<file path="config.mk">
export PLATFORM = sky130hd
export DESIGN_NAME = fetch_request_queue
export DESIGN_NICKNAME = d
export VERILOG_FILES = /design/src/rtl/fetch_request_queue.sv
export SDC_FILE = /design/constraint.sdc
export NUM_CORES = 1
export LEC_CHECK = 0
export CAP_MARGIN = 0
export CORE_ASPECT_RATIO = 0.5
export CORE_MARGIN = 1
export CORE_UTILIZATION = 40
export DETAILED_ROUTE_END_ITERATION = 10
export PLACE_DENSITY = 0.87
export SETUP_SLACK_MARGIN = 0.05
export SLEW_MARGIN = 20
export SYNTH_ARGS = -nofsm -noshare
export SYNTH_HDL_FRONTEND = slang
export SYNTH_SLANG_ARGS = --single-unit
</file>
<file path="constraint.sdc">
create_clock -name clock -period 2.5 [get_ports clock]
set_input_delay 0.375 -clock clock [delete_from_list [all_inputs] [get_ports clock]]
set_output_delay 0.375 -clock clock [all_outputs]
set_load 0.02 [all_outputs]
</file>
<file path="src/rtl/fetch_request_queue.sv">
// In-order tracker between fetch and the I-cache: records issued PCs, matches returns against
// the oldest one, drops flushed responses. Optional macro FETCH_QUEUE_BYPASS_EN gives 0-latency outputs.
`timescale 1ns/1ps
module fetch_request_queue #(
    parameter int ADDRESS_BITS = 20,
    parameter int DATA_WIDTH   = 32,
    parameter int DEPTH        = 2,
    parameter int PTR_BITS     = 1
) (
    input  logic                    clock,
    input  logic                    reset,
    input  logic                    req_valid,
    input  logic [ADDRESS_BITS-1:0] req_address,
    output logic                    req_ready,
    input  logic                    flush,
    output logic                    mem_read,
    output logic [ADDRESS_BITS-1:0] mem_read_address,
    input  logic                    mem_valid,
    input  logic [ADDRESS_BITS-1:0] mem_out_addr,
    input  logic [DATA_WIDTH-1:0]   mem_data,
    output logic                    inst_valid,
    output logic [ADDRESS_BITS-1:0] inst_PC,
    output logic [DATA_WIDTH-1:0]   instruction,
    output logic [PTR_BITS:0]       outstanding,
    output logic                    error
);

    localparam logic [PTR_BITS:0] FULL_COUNT = (PTR_BITS+1)'(DEPTH);

    logic [ADDRESS_BITS-1:0] addr_mem [DEPTH];
    logic [DEPTH-1:0]        kill_mem;
    logic [PTR_BITS-1:0]     rd_ptr;
    logic [PTR_BITS-1:0]     wr_ptr;
    logic [PTR_BITS:0]       count;
    logic [ADDRESS_BITS-1:0] pc_q;
    logic [DATA_WIDTH-1:0]   data_q;
    logic                    error_q;

    logic                    push;
    logic                    pop;
    logic [ADDRESS_BITS-1:0] head_addr;
    logic                    head_killed;
    logic                    addr_match;
    logic                    deliver;
    logic                    violation;

    // Request handshake: a read issues on a cycle where req_valid && req_ready; req_ready
    // depends only on occupancy, so a same-cycle return never frees a slot for a push.
    always_comb begin
        req_ready        = (count != FULL_COUNT);
        mem_read         = req_valid & req_ready;
        mem_read_address = req_address;
        push             = mem_read;
        pop              = mem_valid & (count != '0);
        head_addr        = addr_mem[rd_ptr];
        // A flush in the return cycle kills the popped entry as well.
        head_killed      = kill_mem[rd_ptr] | flush;
        addr_match       = (mem_out_addr == head_addr);
        deliver          = pop & ~head_killed & addr_match;
        violation        = (mem_valid & (count == '0)) | (pop & ~head_killed & ~addr_match);
    end

    always_ff @(posedge clock) begin
        if (push) begin
            addr_mem[wr_ptr] <= req_address;
        end
    end

    always_ff @(posedge clock or posedge reset) begin
        if (reset) begin
            kill_mem <= '0;
            rd_ptr   <= '0;
            wr_ptr   <= '0;
            count    <= '0;
            pc_q     <= '0;
            data_q   <= '0;
            error_q  <= 1'b0;
        end else begin
            if (flush) begin
                kill_mem <= '1;
            end
            // Written after the flush so an entry pushed in the flush cycle survives.
            if (push) begin
                kill_mem[wr_ptr] <= 1'b0;
                wr_ptr           <= wr_ptr + 1'b1;
            end
            if (pop) begin
                rd_ptr <= rd_ptr + 1'b1;
            end
            case ({push, pop})
                2'b10:   count <= count + 1'b1;
                2'b01:   count <= count - 1'b1;
                default: count <= count;
            endcase
            if (deliver) begin
                pc_q   <= head_addr;
                data_q <= mem_data;
            end
            if (violation) begin
                error_q <= 1'b1;
            end
        end
    end

`ifdef FETCH_QUEUE_BYPASS_EN
    assign inst_valid  = deliver;
    assign inst_PC     = deliver ? head_addr : pc_q;
    assign instruction = deliver ? mem_data  : data_q;
`else
    logic valid_q;

    always_ff @(posedge clock or posedge reset) begin
        if (reset) begin
            valid_q <= 1'b0;
        end else begin
            valid_q <= deliver;
        end
    end

    assign inst_valid  = valid_q;
    assign inst_PC     = pc_q;
    assign instruction = data_q;
`endif

    assign outstanding = count;
    assign error       = error_q;

endmodule
</file>
# After elaboration in Yosys (flattened, before gate mapping)
# Memories as Yosys holds them, arrays and structs flattened.
# Cells that the tools add are included.
word_totals:
  ff_bits: 60
  ram_bits: 40
  in_bits: 77
  output_inout_bits: 78
  elab_cells: 45
  n_memories: 1
memory_table:
  columns: ["name", "depth", "width", "rd", "rd_ports_with_merged_regs", "write_ports", "line", "text"]
  rows:
  - ["addr_mem", 2, 20, 1, 0, 1, "30", "logic [ADDRESS_BITS-1:0] addr_mem [DEPTH];"]
classes:
  add_sub_neg: 4
  n_lt_le_gt_ge: 3
  n_eq_ne: 4
  n_mux: 9
  bitwise_logic: 12
  reduce_logical: 4
op_table:
  columns: ["op", "count"]
  rows:
  - ["$eq A20 B20 Y1", 1]
  - ["$and A1 B1 Y1", 6]
  - ["$mux W1", 5]
  - ["$lt A1 B2 Y1 const B", 2]
  - ["$mux W2", 2]
  - ["$pmux W2 S2", 1]
  - ["$reduce_bool A2 Y1", 2]
  - ["$add A1 B1 Y1 const B", 2]
  - ["$add A2 B1 Y2 const B", 1]
  - ["$and A2 B2 Y2", 1]
  - ["$eq A2 B1 Y1 const B", 1]
  - ["$eq A2 B2 Y1 const B", 1]
  - ["$logic_not A2 Y1", 1]
  - ["$ne A2 B2 Y1 const B", 1]
  - ["$not A1 Y1", 2]
  - ["$not A2 Y2", 1]
  - ["$or A1 B1 Y1", 2]
  - ["$sub A2 B1 Y2 const B", 1]
  - ["$demux W1 S1", 1]
  - ["$ge A1 B1 Y1 const B", 1]
  - ["$logic_and A1 B1 Y1", 1]

# Depth between registers and ports, before layout
# Gate-level depths: netlist (run 1).
logic_depth:
  word_depth: 7
  ltp_mapped: 9
  ltp_nobuf: 7

# Least setup slack after synthesis (run 1)
# No wires, ideal clock.
synth_timing:
  kind: "register to register"
  from: "register count[0] (netlist: outstanding[0])"
  to: "memory addr_mem[0][0], enable pin"
  setup_time_ns: 0.398
  arrival_time_ns: 2.121
  required_ns: 2.102
  slack_ns: -0.019
  path_stages_with_launch: 5
  path_buffers: 0
  path_cell_list: "dfrtp_1 -> nand2b_1 -> and2_1 -> inv_1 -> nor2_1"
synth_between:
  elab_chain_cells: 4
synth_rtl:
  columns: ["item", "line", "text"]
  rows:
  - ["start, declared", "34", "logic [PTR_BITS:0] count;"]
  - ["start signal, assigned", "91", "2'b10: count <= count + 1'b1;"]
  - ["start signal, assigned", "92", "2'b01: count <= count - 1'b1;"]
  - ["start signal, assigned", "93", "default: count <= count;"]
  - ["$ne A2 B2 Y1", "50", "req_ready = (count != FULL_COUNT);"]
  - ["net req_ready", "14", "output logic req_ready,"]
  - ["$and A1 B1 Y1", "51", "mem_read = req_valid & req_ready;"]
  - ["net mem_read", "16", "output logic mem_read,"]
  - ["$mux W1", "64", "if (push) begin"]
  - ["$mux W1 (not written as such)", "65", "addr_mem[wr_ptr] <= req_address;"]
  - ["end, declared", "30", null]
# The timed path passes the listed nets, and every way through them passes these cells.

# Worst setup path after layout (run 1)
layout_timing:
  from: "register rd_ptr"
  to: "register pc_q[7] (netlist: inst_PC[7])"
layout_between:
  elab_chain_cells: 6
layout_rtl:
  columns: ["item", "line", "text"]
  rows:
  - ["start, declared", "32", "logic [PTR_BITS-1:0] rd_ptr;"]
  - ["start signal, assigned", "88", "rd_ptr <= rd_ptr + 1'b1;"]
  - ["branches (longest 6 deep; another with $mem_v2 Z2 W20)", null, null]
  - ["end signal, assigned", "96", "pc_q <= head_addr;"]
  - ["end, declared", "35", "logic [ADDRESS_BITS-1:0] pc_q;"]
# Several ways; the timed one is not identified. The select of a mux whose other input is x is not followed.
# A chain may end at the register's enable or synchronous reset.

==> flow_metrics.env, run 1 <==
export IMPL_rsz0062_at_grt="true"
export IMPL_root_buffer="clkbuf_16"
export IMPL_rows=25
export IMPL_grt_overflow=0
export IMPL_maxCapViolCount=0
export IMPL_drive_gt1_share_pct=21.64
export IMPL_layout_nets=512
export IMPL_die_width_um=145.6
export IMPL_drt_pass1_iter_count=4
export IMPL_viasPerCell=4.793
export IMPL_clock_latency_ns=0.36
export IMPL_hold_violations=0
export IMPL_grt_pass1_wl_um=14220
export IMPL_worst_pin_slew_ns=0.3382
export IMPL_end_kind="flop"
export IMPL_drt_iter0_drc=107
export IMPL_period_needed_ns=2.575
export IMPL_placedCellCount=545
export IMPL_fill_cells=663
export IMPL_p_per_area_nw_per_um2=793.3
export IMPL_ant_nets=0
export IMPL_start_kind="flop"
export IMPL_initial_core_util_pct=42.38
export IMPL_layout_setup_ws_ns=-0.07454
export IMPL_violations="negative setup slack"
export IMPL_core_um2=9728
export IMPL_hp_class="in -> async"
export IMPL_crit_arrival_ns=2.83
export IMPL_syn_nets=351
export IMPL_diodes=0
export IMPL_timing_fmax_mhz=388.4
export IMPL_cts_sinks=100
export IMPL_wl_per_cell_um=17.47
export IMPL_final_cell_area_um2=6435
export IMPL_drc=0
export IMPL_fin_cells=574
export IMPL_io_buffers=154
export IMPL_ys_seq_area_share_pct=65.55
export IMPL_grt_max_degree=61
export IMPL_die_h_um=73.79
export IMPL_cts_tree="yes"
export IMPL_yosys_register_bits=100
export IMPL_required_ns=2.76
export IMPL_finalClockSkew_ns=0.01269
export IMPL_setup_violations=48
export IMPL_place_ws_ns=-0.07732
export IMPL_antenna_found_initial=0
export IMPL_syn_area_per_cell_um2=15.10
export IMPL_p_leak_nw=2.625
export IMPL_holdBufCountCts=0
export IMPL_syn_instance_count=273
export IMPL_syn_cell_area_um2=4123
export IMPL_cp_max_fo=14
export IMPL_cts_max_path_buffers=2
export IMPL_fin_tns_setup_ns=-2.143
export IMPL_holdWs_ns=0.4193
export IMPL_post_route_period_util_pct=103.0
export IMPL_cts_max_level=3
export IMPL_clk_pin_slew_ns=0.08
export IMPL_grt_pass1_vias=2786
export IMPL_finalWirelength_um=10030
export IMPL_critical_path_class="reg -> reg"
export IMPL_cts_buffers=9
export IMPL_gp_congestion=0.7373
export IMPL_placed_area_um2=5777
export IMPL_synthDistinctLibCells=23
export IMPL_ioPinCount=155
export IMPL_dpl_hpwl_um=6158
export IMPL_status="complete, but fails checks"
export IMPL_multi_input_area_um2=1292
export IMPL_regArea_um2=2703
export IMPL_slew_viol_final=0
export IMPL_peakVddDrop_v=0.0004397
export IMPL_vias=2751
export IMPL_yosysWarnings=0
export IMPL_syn_to_final_growth_pct=56.08
export IMPL_maxSlewHeadroom_pct=76.81
export IMPL_grt_use_total_pct=17.74
export IMPL_dieArea_um2=10740
## power by group
part	internal (mW)	leakage, nW	switching, mW	total, mW
sequential	1.94	1.08	0.126	2.07
combinational	0.838	1.38	0.711	1.55
clock	0.805	0.156	0.685	1.49
## worst paths after layout
path / slack, ns / endpoint / cells past startpoint / from
max: -0.07 / inst_PC[7] / 10 / rd_ptr
min: 0.42 / instruction[5] / 3 / reset
max reg2reg: -0.07 / inst_PC[7] / 10 / rd_ptr
min reg2reg: 0.49 / instruction[9] / 1 / instruction[9]
max in group asynchronous: 1.82 / instruction[23] / 3 / reset
min in group clock: 0.49 / instruction[9] / 1 / instruction[9]
## cell usage in the layout, fill, tap and decap left out, types with 2 or more instances in the layout
cell type	n
buf_12	8
buf_4	12
buf_6	2
clkbuf_16	11
clkdlybuf4s50_1	154
clkinv_4	3
dfrtp_1	60
edfxtp_1	40
inv_1	22
inv_8	2
mux2_1	2
mux2_2	31
mux2i_1	24
mux2i_2	8
mux2i_4	8
nor2_1	7
nor4_2	4
o21ai_0	2
xnor2_1	24
## layout make-up
| type | instances | share of cell area, % |
|---|---|---|
| clock inverters | 7 | 1.478 |
| clock buffers | 9 | 3.500 |
| inverters | 23 | 1.342 |
| multi-input cells | 122 | 20.09 |
| well taps | 135 | 2.625 |
| flip-flops and latches | 100 | 42.00 |
| repair buffers | 178 | 28.97 |
## per-stage QoR
stage | util, % | power [mW]
global route | 66.15 | 5.303
global placement | 59.38 | 3.132
detailed placement | 59.38 | 3.172
floorplan | - | 2.739
finish | 66.15 | 5.105
CTS | 63.25 | 4.724
## worst max-delay path, stage by stage (launching register included)
cell and delay, ns:
dfrtp_1 0.41, buf_6 0.18, mux2i_1 0.36, xnor2_1 0.16
nor4_2 0.30, nand3_2 0.18, nor3_4 0.21, buf_4 0.16
buf_12 0.15, buf_12 0.14, mux2i_1 0.24
## sequential cells by signal (all words and copies together) (netlist names)
name / count
inst_valid: 1
kill_mem: 2
inst_PC: 20
addr_mem: 40
outstanding: 2
rd_ptr: 1
error: 1
instruction: 32
wr_ptr: 1
## Yosys cell counts
library cell,n,area [µm²]
ha_1,1,12.51
edfxtp_1,40,1201
nand3_1,1,5.000
nand2_1,1,3.750
and3_1,1,6.260
dfrtp_1,60,1501
nor2_1,8,30.03
a21oi_1,1,5.000
nor4_1,5,31.28
or3_1,1,6.260
mux2_1,2,22.52
mux2i_1,40,400.4
o21ai_0,2,10.01
clkbuf_1,1,3.750
inv_1,23,86.33
nand2b_1,1,6.260
mux2_2,31,349.1
xor2_1,1,8.760
xnor2_1,24,210.2
buf_4,26,195.2
and2_1,1,6.260
nor3_4,1,16.27
buf_2,1,5.000
## per-layer routing
metal | GRT usage (%) | vias up | routed length [µm]
li1 | - | 1246 | -
met5 | 0 | - | 0
met1 | 20.61 | 1381 | 4165
met2 | 31.52 | 104 | 5145
met4 | 7.602 | 0 | 246
met3 | 5.093 | 20 | 470
## what timing repair did
| action | in CTS | in global routing |
|---|---|---|
| resized for setup | 12 | 21 |
| buffers inserted | 0 | 11 |
| pin swaps | 1 | 6 |
| cloned | 0 | 2 |
| setup endpoints to repair | 52 | 52 |
## kinds of logic after synthesis
group	share of synthesized area (%)
muxes	18.73
adders and majority gates	0.3034
buffers and inverters	7.041
AOI/OAI and AO/OA	0.3641
DFF	65.55
and+or+nand+nor	2.701
xor gates and xnor gates	5.311
Power figures use the tool's default switching activity.
==> run 2: changes to the inputs <==
Settings changed: TNS_END_PERCENT set to 100.
==> results of run 2 <==
Final layout, timing and power as in run 1 (identical DEF).
